## src/rtl/alarm_ring_controller_pkg.sv

```systemverilog
// Shared types and widths for the alarm ring controller and its helpers.
package alarm_ring_controller_pkg;

  localparam int SNOOZE_CNT_W = 4;

  typedef enum logic [1:0] {
    ST_IDLE    = 2'd0,
    ST_RING    = 2'd1,
    ST_SNOOZE  = 2'd2,
    ST_LOCKOUT = 2'd3
  } state_e;

endpackage

```

## src/rtl/alarm_ring_controller_second_counter.sv

```systemverilog
// Counts 1 Hz ticks while not cleared; done pulses on the tick that completes TERMINAL seconds.
module alarm_ring_controller_second_counter #(
  parameter int TERMINAL = 60
) (
  input  logic clock,
  input  logic reset,
  input  logic clear,
  input  logic tick_1hz,
  output logic done
);

  localparam int CW = (TERMINAL > 1) ? $clog2(TERMINAL) : 1;
  localparam logic [CW-1:0] LAST = CW'(TERMINAL - 1);

  logic [CW-1:0] cnt_q, cnt_d;

  // Holds at the last value instead of wrapping; the owner clears it on state exit.
  always_comb begin
    cnt_d = cnt_q;
    if (clear) begin
      cnt_d = '0;
    end else if (tick_1hz && (cnt_q != LAST)) begin
      cnt_d = cnt_q + 1'b1;
    end
  end

  always_ff @(posedge clock) begin
    if (reset) begin
      cnt_q <= '0;
    end else begin
      cnt_q <= cnt_d;
    end
  end

  assign done = tick_1hz & ~clear & (cnt_q == LAST);

endmodule

```

## src/rtl/alarm_ring_controller.sv

```systemverilog
// Ring/snooze/stop state machine fed by the alarm-match OR line; drives buzzer and status LEDs.
module alarm_ring_controller
  import alarm_ring_controller_pkg::*;
#(
  parameter int RING_TIMEOUT_S = 60,
  parameter int SNOOZE_S       = 300,
  parameter int MAX_SNOOZES    = 3
) (
  input  logic                    clock,
  input  logic                    reset,
  input  logic                    tick_1hz,
  input  logic                    trigger,
  input  logic                    enable,
  input  logic                    snooze_btn,
  input  logic                    stop_btn,
  output logic                    buzzer,
  output logic                    ringing,
  output logic                    snoozing,
  output logic [SNOOZE_CNT_W-1:0] snooze_count
);

  localparam logic [SNOOZE_CNT_W-1:0] MAX_CNT = SNOOZE_CNT_W'(MAX_SNOOZES);

  state_e                  state_q, state_d;
  logic                    trigger_q, trigger_d;
  logic                    beep_phase_q, beep_phase_d;
  logic [SNOOZE_CNT_W-1:0] snooze_count_q, snooze_count_d;
  logic                    buzzer_q, buzzer_d;
  logic                    ringing_q, ringing_d;
  logic                    snoozing_q, snoozing_d;
  logic                    rise;
  logic                    ring_clear, snooze_clear;
  logic                    ring_done, snooze_done;

  assign trigger_d    = trigger;
  assign rise         = trigger & ~trigger_q;
  assign ring_clear   = (state_q != ST_RING);
  assign snooze_clear = (state_q != ST_SNOOZE);

  alarm_ring_controller_second_counter #(.TERMINAL(RING_TIMEOUT_S)) u_ring_timer (
    .clock    (clock),
    .reset    (reset),
    .clear    (ring_clear),
    .tick_1hz (tick_1hz),
    .done     (ring_done)
  );

  alarm_ring_controller_second_counter #(.TERMINAL(SNOOZE_S)) u_snooze_timer (
    .clock    (clock),
    .reset    (reset),
    .clear    (snooze_clear),
    .tick_1hz (tick_1hz),
    .done     (snooze_done)
  );

  always_comb begin
    state_d        = state_q;
    snooze_count_d = snooze_count_q;
    beep_phase_d   = beep_phase_q;
    if (!enable) begin
      state_d        = ST_IDLE;
      snooze_count_d = '0;
      beep_phase_d   = 1'b0;
    end else begin
      case (state_q)
        ST_IDLE: begin
          if (rise) begin
            state_d        = ST_RING;
            snooze_count_d = '0;
            beep_phase_d   = 1'b0;
          end
        end
        ST_RING: begin
          if (tick_1hz) begin
            beep_phase_d = ~beep_phase_q;
          end
          if (stop_btn) begin
            state_d = ST_LOCKOUT;
          end else if (snooze_btn && (snooze_count_q < MAX_CNT)) begin
            state_d        = ST_SNOOZE;
            snooze_count_d = snooze_count_q + 1'b1;
          end else if (ring_done) begin
            state_d = ST_LOCKOUT;
          end
        end
        ST_SNOOZE: begin
          if (stop_btn) begin
            state_d = ST_LOCKOUT;
          end else if (snooze_done) begin
            state_d      = ST_RING;
            beep_phase_d = 1'b0;
          end
        end
        ST_LOCKOUT: begin
          // Hold off until the matching minute ends so the same match cannot re-ring.
          if (!trigger) begin
            state_d = ST_IDLE;
          end
        end
        default: state_d = ST_IDLE;
      endcase
    end
  end

  always_comb begin
    ringing_d  = (state_d == ST_RING);
    snoozing_d = (state_d == ST_SNOOZE);
    buzzer_d   = (state_d == ST_RING) & beep_phase_d;
  end

  always_ff @(posedge clock) begin
    if (reset) begin
      state_q        <= ST_IDLE;
      trigger_q      <= 1'b1;
      beep_phase_q   <= 1'b0;
      snooze_count_q <= '0;
      buzzer_q       <= 1'b0;
      ringing_q      <= 1'b0;
      snoozing_q     <= 1'b0;
    end else begin
      state_q        <= state_d;
      trigger_q      <= trigger_d;
      beep_phase_q   <= beep_phase_d;
      snooze_count_q <= snooze_count_d;
      buzzer_q       <= buzzer_d;
      ringing_q      <= ringing_d;
      snoozing_q     <= snoozing_d;
    end
  end

  assign buzzer       = buzzer_q;
  assign ringing      = ringing_q;
  assign snoozing     = snoozing_q;
  assign snooze_count = snooze_count_q;

endmodule

```

## config.mk

```make
export PLATFORM = sky130hd
export DESIGN_NAME = alarm_ring_controller
export DESIGN_NICKNAME = d
export VERILOG_FILES = /design/src/rtl/alarm_ring_controller_pkg.sv /design/src/rtl/alarm_ring_controller_second_counter.sv /design/src/rtl/alarm_ring_controller.sv
export SDC_FILE = /design/constraint.sdc
export NUM_CORES = 1
export LEC_CHECK = 0
export BUFFER_PORTS_ARGS = -buffer_cell sky130_fd_sc_hd__clkbuf_2
export CORE_UTILIZATION = 51
export CTS_CLUSTER_SIZE = 28
export DETAILED_ROUTE_END_ITERATION = 8
export PLACE_DENSITY_LB_ADDON = 0.12
export SLEW_MARGIN = 20
export SYNTH_ARGS = -nofsm -noshare
export SYNTH_HDL_FRONTEND = slang
export SYNTH_SLANG_ARGS = --single-unit
```

## constraint.sdc

```tcl
create_clock -name clock -period 1.6 [get_ports clock]
set_input_delay 0.16 -clock clock [delete_from_list [all_inputs] [get_ports clock]]
set_output_delay 0.16 -clock clock [all_outputs]
set_load 0.01 [all_outputs]
```

==> results by group, run 1 <==
Power and ir drop
  • Tot Pwr: 1.05 mW
  • Leak Pwr: between 0.5 and 0.6 nW
  • Cell Pwr Density: 715 nW/um^2
  • Peak supply drop: ~0.86 mV

STA
  • Final setup violation count: 0
  • Clock skew: about 13 ps
  • RSZ-0062 raised after global routing: true
  • Worst-Margin Slew: roughly 480 ps
  • Final Hold Fails: 0
  • Slew Limit Fails: 0
  • Minimum clock period: between 1500 and 2000 ps
  • Max-slew headroom: 0.679
  • Peak Freq: approximately 640 MHz
  • Setup tns final: 0 ps
  • Post-route clock period utilization: 0.975

Global route
  • Tot GR Track Use: 0.210
  • Vias in the first global route: 1019
  • Initial antenna violation count: 0
  • First-pass GRT wire length: roughly 4.1 mm
  • Largest net degree at the start of global routing: 17
  • Grt total ovfl: 0

Drt
  • DRC viols: 0
  • Starting DRC count in detailed routing: 19
  • Avg WL per Cell: approximately 14 um
  • Post-route ant nets: 0
  • Vias: 1099
  • Final wirelength: about 2.6 mm
  • Initial DRT Pass Iterations: 4
  • DR vias/cell: around 5.9

Synth
  • Number of flops mapped to enable cells by yosys: 0
  • Share of the synthesized area in the top cell type: 0.413
  • Top post-synthesis cells by count: dfxtp_1, nor2_1, xor2_1, nand3_1
  • Dominant synthesized flop cell: dfxtp_1
  • Ranking of synthesized cells by area: dfxtp_1, xor2_1, nor2_1, ha_1, nand3_1
  • Cell taking the most area after synthesis: dfxtp_1
  • Post-synthesis cell count: between 100 and 150
  • Net Count, Synth: approximately 150
  • Async set or reset register ratio after synthesis: 0
  • Synthesized area: roughly 1300 sq um
  • Seq/Total Area, Yosys: 0.413
  • Top-count cell post-synth: dfxtp_1
  • Synthesis-stage register bit count: 26
  • Syn Area/Cell: between 9 and 10 sq um
  • Synth unique cells: 40
  • Yosys warning count: 0

Worst setup path
  • Worst path cell trace: ha_2, nor4b_4, a31oi_1, nor3_1, o221a_2
  • CP Launch Type: flip-flop
  • Worst Path Required: about 1900 ps
  • WS Path Type: reg -> reg
  • Worst r2r src: snooze_count[0]
  • CP endpoint kind: flip-flop
  • Slowest stage delay, CP: roughly 350 ps
  • Critical path fanouts, max: 3
  • CP max-delay cell: dfxtp_1
  • CP startpoint: snooze_count[0]
  • Critical path arrival: between 1500 and 2000 ps

Place
  • Placer's final routability congestion estimate: about 0.8
  • PortBufs: 13
  • Hpwl dp: ~1.9 mm

Clocking
  • Clock sinks: 26
  • Htree depth: 1
  • Clock latency on the worst-skew pair: 330 ps
  • Clock transition at path regs: about 150 ps
  • CTS max path bufs: 2
  • CTS tree: done
  • CTS root buf: clkbuf_4
  • Clock buffer count from CTS: 3
  • Setup bufs post-CTS: 0

Floorplanning
  • Die Height: 51.7 um
  • Core Area: roughly 2300 sq um
  • Std cell rows: 17
  • Die area: between 2000 and 3000 sq um
  • Initial core utilization: 0.554
  • # IOs: 14
  • Die Width: approximately 52 um

Finish
  • Final nets: between 150 and 200
  • Ant diodes: 0
  • P&R area growth vs syn: 16.9%
  • Share of layout cells above drive strength 1: 0.248

Run
  • Max_cap viols: 0

Status
  • Status: completed

Hold path
  • Hold path start: reset
  • Worst Hold Class: in -> reg
==> worst max-delay path, delay by kind of cell, from the launching register on <==
kind            cells  cell delay, ps
simple gates        2             550
compound gates      2             410
flops               1             350
fa+ha+maj           1             190
==> power by group <==
part | leakage [nW] | internal, mW | switching, mW | total (mW)
Combinational | 0.325 | 0.0282 | 0.0355 | 0.0637
Clock | 0.0210 | 0.139 | 0.197 | 0.336
Sequential | 0.212 | 0.651 | 0.00367 | 0.655
==> path summary, 6_finish.rpt <==
| kind | to | slack [ps] | depth (start not counted) |
|---|---|---|---|
| setup reg to reg | snooze_count[3] | 40 | 5 |
| setup / recovery | snooze_count[3] | 40 | 5 |
| hold reg to reg | u_ring_timer.cnt_q[5] | 510 | 2 |
| hold / removal | trigger_q | 40 | 2 |
==> through the flow <==
step / worst slack (ps) / util / cells / area [sq um] / hold slack (ps)
after floorplan: 75.9 / - / 136 / 1260 / 255
after global placement: 70.4 / 0.616 / 181 / 1400 / 381
after detailed placement: 8.51 / 0.616 / 181 / 1400 / 385
after CTS: 4.50 / 0.633 / 185 / 1440 / 32.6
after global routing: -30.6 / 0.648 / 185 / 1470 / 27.5
final: 39.7 / 0.648 / 185 / 1470 / 38.0
==> cell usage in the layout, fill, tap and decap left out, types with 2 or more instances in the layout <==
| cell type | Yosys | routed |
|---|---|---|
| nand4bb_1 | 2 | 2 |
| nor2_1 | 15 | 15 |
| buf_4 | 0 | 8 |
| nor3b_1 | 2 | 2 |
| nand3_1 | 6 | 6 |
| clkbuf_2 | 0 | 13 |
| nor3_1 | 2 | 2 |
| nand2_1 | 5 | 5 |
| o211ai_1 | 3 | 3 |
| or3_1 | 4 | 3 |
| and3_1 | 3 | 3 |
| o21ai_1 | 2 | 2 |
| inv_1 | 3 | 3 |
| dfxtp_1 | 26 | 22 |
| o2111ai_1 | 2 | 2 |
| nand4_1 | 4 | 4 |
| and2_1 | 2 | 2 |
| o211a_1 | 2 | 2 |
| xor2_1 | 9 | 9 |
| o21ai_0 | 5 | 5 |
| ha_2 | 0 | 3 |
| a21oi_1 | 5 | 5 |
| clkbuf_4 | 0 | 3 |
| dfxtp_2 | 0 | 4 |
| a31oi_1 | 2 | 2 |
| mux2i_1 | 2 | 2 |
| nand2b_1 | 4 | 4 |
| nor2b_1 | 3 | 3 |
| and4bb_1 | 2 | 2 |
==> cell families after synthesis <==
logic type / synth area share
xor+xnor: 0.0694
buf+inv: 0.0238
flops: 0.413
fa+ha+maj: 0.0298
simple gates: 0.276
mux: 0.0248
compound gates: 0.164
==> repair_timing <==
| item | CTS | global route |
|---|---|---|
| pin swaps | 0 | 4 |
| gates resized for setup | 1 | 9 |
| hold buffers | 0 | 0 |
| endpoints found under the setup margin | 1 | 7 |
==> sequential cells by signal, indices dropped and copies added, names as in the netlist <==
signal	flops
state_q	2
u_snooze_timer.cnt_q	9
snoozing	1
buzzer	1
beep_phase_q	1
u_ring_timer.cnt_q	6
ringing	1
snooze_count	4
trigger_q	1
==> per-layer routing <==
| layer | wire length (um) | GRT usage |
|---|---|---|
| met1 | 1190 | 0.222 |
| met2 | 1330 | 0.400 |
| met3 | 109 | 0.0643 |
| met4 | 12 | 0.0495 |
| met5 | 0 | 0 |
==> layout make-up <==
cell class	instances	area (sq um)
clock buffer	4	36.3
fill	205	802
inverter	3	11.3
multi-input combinational	103	741
sequential	26	526
tap	28	35.0
timing repair buffer	21	125
(Power assumes the default switching activity.)
==> run 2: changes to the inputs <==
REMOVE_ABC_BUFFERS = 1   (was unset)
==> results by group, run 2 (synthesized netlist as in run 1, its figures left out) <==
Status
  • Status: completed

Place
  • Hpwl dp: ~1.9 mm
  • PortBufs: 13
  • Placer's final routability congestion estimate: 0.799

Power and ir drop
  • Sequential Power Share: 0.557
  • Peak supply drop: 0.503 mV
  • Gate power share: 0.059
  • Internal power: a little over 0.9 mW
  • Cell Pwr Density: ~760 nW/um^2
  • Net Sw Power: around 0.24 mW
  • Clock Power Share: 0.384
  • Net Sw Frac: 0.205
  • Leak Pwr: 0.594 nW

Floorplanning
  • Die area: between 2000 and 3000 sq um
  • Core Area: 2280 sq um
  • Initial core utilization: 0.554
  • Std cell rows: 17
  • Die Height: 51.7 um
  • # IOs: 14
  • Die Width: approximately 52 um

Finish
  • Most common cell after layout, fill and taps aside: dfxtp_1
  • Commonest cells after routing, fill and taps aside: dfxtp_1, nor2_1, clkbuf_2, buf_4, xor2_1
  • Max reg flops: 9
  • Ant diodes: 0
  • Largest reg by FF count: u_snooze_timer.cnt_q
  • Final Core Density: 0.684
  • Multi-input logic area: between 700 and 800 sq um
  • P&R area growth vs syn: 23.4%
  • Final nets: 173
  • Layout filler cell count: around 190
  • Reg area: 524 sq um
  • Share of layout cells above drive strength 1: 0.265

Global route
  • Tot GR Track Use: 0.211
  • First-pass GRT wire length: around 4.3 mm
  • Met2 usage: 0.390
  • Largest net degree at the start of global routing: 17
  • Initial antenna violation count: 0
  • Grt total ovfl: 0
  • GRT Max-Usage Layer: met2
  • Met1 usage: 0.243
  • Met3 Usage GRT: 0.0263
  • Vias in the first global route: 1074

Worst setup path
  • Cells on worst reg2reg path: 6
  • Worst r2r src: u_snooze_timer.cnt_q[0]
  • Critical path fanouts, max: 4
  • Critical path arrival: between 1500 and 2000 ps
  • Worst Path Required: 1840 ps
  • FF-to-FF End: buzzer
  • CP Launch Type: flip-flop
  • Reg-to-reg slack, setup: around 32 ps
  • WS Path Type: reg -> reg
  • CP endpoint kind: flip-flop

Drt
  • DRC viols: 0
  • Post-route ant nets: 0
  • Avg WL per Cell: between 10 and 15 um
  • Final wirelength: 2.76 mm
  • Starting DRC count in detailed routing: 16
  • DR vias/cell: just under 6
  • Initial DRT Pass Iterations: 4
  • Vias: ~1100

Clocking
  • Hold-fix buffers at CTS: 0
  • CTS max path bufs: 2
  • Htree depth: 1
  • CTS root buf: clkbuf_4
  • Clock sinks: 26
  • CTS tree: done
  • Clock transition at path regs: around 150 ps
  • Clock buffer count from CTS: 3
  • Clock latency on the worst-skew pair: approximately 320 ps

STA
  • Peak Freq: 638 MHz
  • Slew Limit Fails: 0
  • Minimum clock period: ~1600 ps
  • WHS: roughly 66 ps
  • Final setup violation count: 0
  • Clock skew: between 5 and 6 ps
  • Max-slew headroom: 0.718
  • RSZ-0062 raised after global routing: true
  • Post-route clock period utilization: 0.980
  • Worst-Margin Slew: ~420 ps
  • Final Hold Fails: 0

Hold path
  • Worst Hold Class: in -> reg
  • Hold path start: enable
  • Worst hold endpoint: buzzer
  • Hold depth: 2

Run
  • Max_cap viols: 0
-- run 2: cell types whose count changed in the layout (fill, tap and decap cells not counted), sizes merged --
cell and change:
clkbuf -1, bufinv +1, buf +5
-- run 2: worst max path at each step --
stage / from / end / cells past startpoint
after detailed placement: u_snooze_timer.cnt_q[0] / buzzer / 5
after global placement: u_snooze_timer.cnt_q[0] / buzzer / 5
after global routing: u_ring_timer.cnt_q[1] / snoozing / 6
after floorplan: snooze_count[0] / buzzer / 5
after CTS: u_snooze_timer.cnt_q[1] / buzzer / 5
final: u_snooze_timer.cnt_q[0] / buzzer / 6
-- run 2: through the flow --
step                      setup slack (ps)  instance area [sq um]  std cells  setup TNS, ps  total power [mW]
after detailed placement              3.68                   1420        183              0             0.728
after global routing                 -21.1                   1560        190          -38.8              1.21
after floorplan                       75.9                   1240        132              0             0.700
after CTS                            0.881                   1470        187              0              1.17
final                                 31.6                   1560        190              0              1.18
after global placement                55.5                   1420        183              0             0.726
-- run 2: area by class of cell --
cell class,count,area share
well taps,28,0.0225
clock inverters,1,0.0193
clock buffers,3,0.0145
flip-flops and latches,26,0.337
repair buffers,26,0.105
inverters,3,0.00723
multi-input cells,103,0.495
-- run 2: critical path, stage by stage, from the launching register on --
cell and delay (ps):
dfxtp_2 390, ha_4 150, and4bb_1 230, a41o_1 190, o211ai_1 90, buf_4 170, a2111oi_4 260
-- run 2: routing by layer --
layer	wire length, um	part of all wire	up-vias
met4	14	0.0051	0
li1	-	-	559
met1	1220	0.44	539
met2	1430	0.52	30
met3	95	0.034	2
met5	0	0	-
-- run 2: what timing repair did --
action                                  in CTS  in global routing
cloned                                       0                  0
gates resized for setup                      1                 10
pin swaps                                    0                  2
buffers inserted                             0                  3
endpoints found under the setup margin       1                  9
-- run 2: power by group through the flow --
stage / sequential [mW] / clock, mW / combinational, mW
after floorplan: 0.669 / 0 / 0.0309
after global placement: 0.669 / 0 / 0.0575
after detailed placement: 0.669 / 0 / 0.0592
after CTS: 0.655 / 0.459 / 0.0592
after global routing: 0.656 / 0.481 / 0.0736
final: 0.656 / 0.452 / 0.0688
==> run 3: changes to the inputs <==
MAX_ROUTING_LAYER = met4   (was unset)
==> results by group, run 3 (synthesized netlist as in run 1, its figures left out) <==
Floorplanning
  • Die Width: around 52 um
  • Initial core utilization: 0.554
  • Die Height: 51.7 um
  • Std cell rows: 17
  • # IOs: 14
  • Core Area: 2280 sq um
  • Die area: between 2000 and 3000 sq um

Clocking
  • Clock transition at path regs: 150 ps
  • CTS tree: done
  • Clock latency on the worst-skew pair: between 300 and 400 ps
  • Clock sinks: 26
  • Clock buffer count from CTS: 3
  • CTS max path bufs: 2
  • Hold-fix buffers at CTS: 0
  • Htree depth: 1
  • CTS root buf: clkbuf_4

Finish
  • Max reg flops: 9
  • Share of layout cells above drive strength 1: 0.265
  • P&R area growth vs syn: 23.4%
  • Largest reg by FF count: u_snooze_timer.cnt_q
  • Ant diodes: 0
  • Most common cell after layout, fill and taps aside: dfxtp_1
  • Final nets: around 170
  • Commonest cells after routing, fill and taps aside: dfxtp_1, nor2_1, clkbuf_2, buf_4, xor2_1

Worst setup path
  • Slowest stage delay, CP: approximately 390 ps
  • Worst path cell trace: ha_4, and4bb_1, a41o_1, o211ai_1, buf_4, a2111oi_4
  • Reg-to-reg slack, setup: about 42 ps
  • Worst r2r src: u_snooze_timer.cnt_q[0]
  • Critical path fanouts, max: 4
  • WS Path Type: reg -> reg
  • FF-to-FF End: buzzer
  • Worst Path Required: between 1500 and 2000 ps
  • CP endpoint kind: flip-flop
  • CP max-delay cell: dfxtp_2
  • CP Launch Type: flip-flop
  • Critical path arrival: between 1500 and 2000 ps
  • Cells on worst reg2reg path: 6

Run
  • Max_cap viols: 0

Power and ir drop
  • Peak supply drop: a little over 0.5 mV
  • Leak Pwr: 0.594 nW
  • Tot Pwr: between 1 and 1.5 mW
  • Cell Pwr Density: 755 nW/um^2

Drt
  • Final wirelength: between 2 and 3 mm
  • Avg WL per Cell: about 14 um
  • Starting DRC count in detailed routing: 16
  • DRC viols: 0
  • DR vias/cell: approximately 6.0
  • Initial DRT Pass Iterations: 4
  • Post-route ant nets: 0
  • Vias: approximately 1100

STA
  • Post-route clock period utilization: 0.974
  • Minimum clock period: 1560 ps
  • Peak Freq: ~640 MHz
  • Final setup violation count: 0
  • Setup tns final: 0 ps
  • Slew Limit Fails: 0
  • Clock skew: ~7.7 ps
  • Final Hold Fails: 0
  • RSZ-0062 raised after global routing: true
  • Worst-Margin Slew: 412 ps
  • Max-slew headroom: 0.722

Hold path
  • Hold depth: 2
  • Worst hold endpoint: buzzer
  • Hold path start: enable
  • Worst Hold Class: in -> reg

Global route
  • Initial antenna violation count: 0
  • Largest net degree at the start of global routing: 17
  • Vias in the first global route: around 1100
  • Grt total ovfl: 0
  • Met2 usage: 0.390
  • Met1 usage: 0.243
  • GRT Max-Usage Layer: met2
  • Tot GR Track Use: 0.217
  • First-pass GRT wire length: between 4 and 5 mm
  • Met3 Usage GRT: 0.0263

Place
  • Placer's final routability congestion estimate: between 0.8 and 0.9
  • Hpwl dp: ~1.9 mm
  • PortBufs: 13

Status
  • Status: completed
==> run 3: cell counts in the layout (fill, tap and decap cells not counted) <==
Identical to the previous run, type by type.
==> run 3: metal layers <==
metal  up-vias  routed length (um)
met2        37                1400
met4         0                  31
li1        558                   -
met5         -                   0
met1       544                1220
met3         4                 102
==> run 3: how the worst max path moves through the flow <==
stage	to	cells past startpoint	start	slack [ps]
after floorplan	buzzer	5	snooze_count[0]	80
after global placement	buzzer	5	u_snooze_timer.cnt_q[0]	60
after detailed placement	buzzer	5	u_snooze_timer.cnt_q[0]	4
after CTS	buzzer	5	u_snooze_timer.cnt_q[1]	0.9
after global routing	snoozing	6	u_ring_timer.cnt_q[1]	-20
final	buzzer	6	u_snooze_timer.cnt_q[0]	40
==> run 3: critical path, delay by kind of cell, from the launching register on <==
family | cells | cell delay, ps
and+or+nand+nor | 1 | 230
adders and majority gates | 1 | 150
DFF | 1 | 390
buffers and inverters | 1 | 170
AOI/OAI and AO/OA | 3 | 540
==> run 3: timing repair <==
action,4_1_cts,5_1_grt
endpoints found under the hold margin,0,0
setup buffers,0,3
resized for setup,1,10
setup endpoints to repair,1,9
pin swaps,0,2
cloned,0,0
==> run 3: final cells by class <==
type / instances / area, sq um
tap: 28 / 35.0
sequential: 26 / 524
multi-input combinational: 103 / 771
clock buffer: 3 / 22.5
timing repair buffer: 26 / 163
clock inverter: 1 / 30.0
inverter: 3 / 11.3
fill: 185 / 719
==> run 3: where the power goes <==
part | internal (mW) | switching (mW) | total [mW]
Combinational | 0.0301 | 0.0386 | 0.0687
Clock | 0.253 | 0.198 | 0.451
Sequential | 0.651 | 0.00408 | 0.655
Total | 0.935 | 0.241 | 1.18
==> run 3: metrics by stage <==
| stage | cell area [sq um] | instances | setup WS, ps | util | hold slack [ps] |
|---|---|---|---|---|---|
| 2_1_floorplan | 1240 | 132 | 75.9 | - | 255 |
| 3_3_place_gp | 1420 | 183 | 55.5 | 0.623 | 387 |
| 3_5_place_dp | 1420 | 183 | 3.68 | 0.623 | 385 |
| 4_1_cts | 1470 | 187 | 0.881 | 0.647 | 29.5 |
| 5_1_grt | 1560 | 190 | -21.1 | 0.684 | 50.7 |
| 6_report | 1560 | 190 | 41.8 | 0.684 | 61.8 |
